<file path="config.mk">
export PLATFORM = sky130hd
export DESIGN_NAME = tt_cov_tracker
export DESIGN_NICKNAME = d
export VERILOG_FILES = /design/src/rtl/truth_table_checker_pkg.sv /design/src/rtl/truth_table_checker_cov_tracker.sv
export SDC_FILE = /design/constraint.sdc
export NUM_CORES = 1
export LEC_CHECK = 0
export BUFFER_PORTS_ARGS = -buffer_cell sky130_fd_sc_hd__buf_2
export CORE_MARGIN = 2
export CORE_UTILIZATION = 55
export CTS_BUF_LIST = sky130_fd_sc_hd__clkbuf_4
export DETAILED_ROUTE_END_ITERATION = 8
export GPL_TIMING_DRIVEN = 0
export HOLD_SLACK_MARGIN = 0.03
export PLACE_DENSITY_LB_ADDON = 0.25
export SKIP_LAST_GASP = 1
export SYNTH_ARGS = -nofsm -noshare
export SYNTH_HDL_FRONTEND = slang
export SYNTH_SLANG_ARGS = --single-unit
</file>
<file path="constraint.sdc">
create_clock -name clk -period 5.74 [get_ports clk]
set_input_delay 1.148 -clock clk [delete_from_list [all_inputs] [get_ports clk]]
set_output_delay 1.148 -clock clk [all_outputs]
set_load 0.01 [all_outputs]
</file>
<file path="src/rtl/truth_table_checker_pkg.sv">
// Shared widths and FSM encoding for the truth-table checker and its
// coverage tracker.
package truth_table_checker_pkg;

  localparam int VEC_W     = 5;
  localparam int TBL_DEPTH = 32;
  localparam int CNT_W     = 6;

  typedef enum logic [1:0] {
    IDLE    = 2'd0,
    CAPTURE = 2'd1,
    DONE    = 2'd2
  } state_e;

endpackage

</file>
<file path="src/rtl/truth_table_checker_cov_tracker.sv">
// Coverage bitmap plus distinct-vector counter; a hit only counts the first
// time its index is seen since the last clear.
module tt_cov_tracker
  import truth_table_checker_pkg::*;
(
  input  logic                 clk,
  input  logic                 rst_n,
  input  logic                 clr,
  input  logic                 hit,
  input  logic [VEC_W-1:0]     idx,
  output logic [TBL_DEPTH-1:0] cov,
  output logic [CNT_W-1:0]     cov_cnt,
  output logic                 all_covered
);

  logic [TBL_DEPTH-1:0] cov_q, cov_d;
  logic [CNT_W-1:0]     cov_cnt_q, cov_cnt_d;

  always_comb begin
    cov_d     = cov_q;
    cov_cnt_d = cov_cnt_q;
    if (clr) begin
      cov_d     = '0;
      cov_cnt_d = '0;
    end else if (hit && !cov_q[idx]) begin
      cov_d[idx] = 1'b1;
      cov_cnt_d  = cov_cnt_q + CNT_W'(1);
    end
  end

  always_ff @(posedge clk or negedge rst_n) begin
    if (!rst_n) begin
      cov_q     <= '0;
      cov_cnt_q <= '0;
    end else begin
      cov_q     <= cov_d;
      cov_cnt_q <= cov_cnt_d;
    end
  end

  assign cov         = cov_q;
  assign cov_cnt     = cov_cnt_q;
  assign all_covered = (cov_cnt_q == CNT_W'(TBL_DEPTH));

endmodule

</file>
==> results.cfg <==
[critical_path]
cp-start-kind = input pin
crit_path_top_delay_cell = buf_2
worstPathRequired_ns = 5.98
crit_path_end_kind = register
critPathArrivalTime_ns = 3.20
crit_fanout = 10
reg2reg_depth = 7
slowest_delay_ns = 0.32
critPathKind = input pin to register
cp_cell_sequence = buf_2 -> buf_2 -> mux2i_1 -> o22ai_1 -> nor2_1 -> o21bai_1 -> or2_1 -> buf_6 -> buf_6 -> o32ai_1

[clocking]
cts_tree = yes
htreeDepth = 2
cts_made_buffers = 5
cts.sinks = 38
clock_path_buffers = 2
cts_hold_buf = 0
ctsResizeCount = 0
path_clk_slew_ns = 0.10
clock_latency_ns = 0.35
cts_root_buffer = clkbuf_4
post_cts_buffers = 0

[synth]
synth.distinct_cells = 36
synthAdderAreaFrac_pct = 1.21
synth_top_family_by_area = compound AO/OA/AOI/OAI gates
synth_simple_gate_area_share_pct = 14.7
synth_mux_area_share_pct = 8.99
synth.net_count = 217
synth_warnings = 0
yosysSeqAreaShare_pct = 45.9
synthXorXnorAreaFrac_pct = 0
postSynthCellCount = 206
synth_compound_area_share_pct = 19.9
syn-cell-area_um2 = 2070
syn_area_per_cell_um2 = 10.1
synth-seq-cells = 38

[cells_and_area]
drive_gt1_share_pct = 29.1
area_delta_synth_final_pct = 16.3
diodes = 0
fin_nets = 269
layout.cells.non_filler = 306

[floorplan]
ioPinCount = 48
die_x_um = 65.4
initial_utilization_pct = 57.1
fp.dieH_um = 65.4
coreArea_um2 = 3630
die_area_um2 = 4280
num_rows = 22

[timing]
fmax_ghz = 0.338
post-route-period-util_pct = 51.5
tightest_slew_ns = 0.824
setup_tns_ns = 0
finalWorstSetupSlack_ns = 2.78
finalCriticalPeriod_ns = 2.96
relSlewSlack_pct = 45.0
rsz0062_at_grt = false
skew_ns = 0.00646
hold_viol_final = 0
setup_viol = 0
drv_slew = 0

[power_and_ir_drop]
p_sw_uw = 128
leakagePower_uw = 0.00113
p_clk_share_pct = 29.5
swShare_pct = 26.9
combPwrFrac_pct = 12.8
vdd_ir_drop_max_uv = 162
internal_power_uw = 346
seqPwrFrac_pct = 57.7
p_per_area_nw_per_um2 = 197

[placed_design]
routabilityCongestion = 0.783
place_hpwl_um = 3430
numPortBuffers = 45
place_ws_ns = 2.43
placedCellCount = 299

[global_routing]
grt_pass1_wl_um = 8130
grt_max_degree = 39
grt_use_total_pct = 25.5
first_global_vias = 1728
overflow = 0
grt_antenna_before_repair = 0

[drt]
ant_nets = 0
firstDrtPassIters = 4
wl_met2_um = 2280
drc = 0
dr_wl_met3_um = 314
routed_wirelength_um = 4810
avgViaCountPerCell = 5.72
drt_iter0_drc = 153
top_layer_used = met4
wl_per_cell_um = 15.7
vias = 1749
wl_met1_um = 2140

[min_path]
worstHoldPathCells = 2
holdCritPathClass = register to register

[outcome]
status = finished, final reports clean

[run]
maxCapViolations = 0
==> Yosys cell counts, drive strengths merged <==
cell | n | area (um^2)
or3 | 6 | 37.5
o32ai | 24 | 255
o21ai | 7 | 38.8
o21bai | 1 | 7.51
or3b | 2 | 17.5
mux2i | 10 | 100
a21oi | 12 | 60.1
or2 | 6 | 37.5
o221ai | 1 | 8.76
nor2 | 18 | 67.6
buf | 6 | 48.8
nand2 | 5 | 21.3
a32oi | 1 | 16.3
mux2 | 1 | 11.3
nand3 | 3 | 15.0
nor3 | 3 | 15.0
ha | 2 | 25.0
nor4 | 1 | 6.26
a31oi | 1 | 6.26
nand3b | 4 | 30.0
nand2b | 4 | 25.0
dfrtp | 38 | 951
clkbuf | 10 | 37.5
o22ai | 3 | 18.8
and3 | 2 | 12.5
nand4 | 1 | 6.26
inv | 29 | 109
mux4 | 3 | 75.1
nor2b | 2 | 12.5
==> metrics by stage <==
stage / area [um^2] / hold WS, ns / utilization [%] / total power, uW
final: 2410 / 0.537 / 66.4 / 474
after global routing: 2410 / 0.578 / 66.4 / 496
after CTS: 2410 / 0.543 / 66.4 / 476
after detailed placement: 2360 / 0.515 / 64.9 / 339
after global placement: 2360 / 0.506 / 64.9 / 338
after floorplan: 2070 / 0.537 / - / 316
==> flip-flops by register name, indices dropped and copies added, names as in the netlist <==
| signal | count |
|---|---|
| cov_cnt | 6 |
| cov | 32 |
==> area by class of cell <==
| type | instances | area (um^2) |
|---|---|---|
| Buffer | 16 | 86.3 |
| Clock buffer | 7 | 52.6 |
| Fill cell | 333 | 1220 |
| Inverter | 29 | 109 |
| Multi-Input combinational cell | 123 | 927 |
| Sequential cell | 38 | 951 |
| Tap cell | 48 | 60.1 |
| Timing Repair Buffer | 45 | 225 |
==> final timing paths <==
check | from | endpoint | slack (ns)
setup / recovery | idx[0] | cov[5] | 2.78
hold / removal | cov[1] | cov[1] | 0.54
setup reg to reg | cov[7] | cov[5] | 3.43
hold reg to reg | cov[1] | cov[1] | 0.54
max in group asynchronous | rst_n | cov[22] | 4.33
min in group asynchronous | rst_n | cov[10] | 0.88
==> metal layers <==
| layer | vias up | global-route usage, % |
|---|---|---|
| li1 | 837 | - |
| met1 | 835 | 33.7 |
| met2 | 68 | 41.1 |
| met3 | 9 | 5.65 |
| met4 | 0 | 9.64 |
| met5 | - | 0 |
==> power groups by stage <==
stage / logic, uW / registers, uW / clock network (uW)
6_report: 60.7 / 274 / 140
5_1_grt: 67.2 / 274 / 154
4_1_cts: 60.6 / 274 / 142
3_5_place_dp: 60.4 / 279 / 0
3_3_place_gp: 59.8 / 279 / 0
2_1_floorplan: 36.7 / 280 / 0
==> kinds of logic after synthesis <==
logic type               count (synthesis)
flip-flops                              38
AND/OR/NAND/NOR                         57
adder cells (fa/ha/maj)                  2
buffers and inverters                   45
AO/OA/AOI/OAI                           50
multiplexers                            14
==> critical path: cells and delay by family <==
| kind | cells | cell delay, ns |
|---|---|---|
| buffers and inverters | 4 | 0.87 |
| multiplexers | 1 | 0.26 |
| AO/OA/AOI/OAI | 3 | 0.51 |
| AND/OR/NAND/NOR | 2 | 0.40 |
==> layout by cell type (no fill, tap or decap), drive strengths merged <==
master   n
a21oi   12
a31oi    1
a32oi    1
and3     2
buf     51
clkbuf  17
dfrtp   38
ha       2
inv     29
mux2     1
mux2i   10
mux4     3
nand2    5
nand2b   4
nand3    3
nand3b   4
nand4    1
nor2    18
nor2b    2
nor3     3
nor4     1
o21ai    7
o21bai   1
o221ai   1
o22ai    3
o32ai   24
or2      6
or3      6
or3b     2
(Power assumes the default switching activity.)
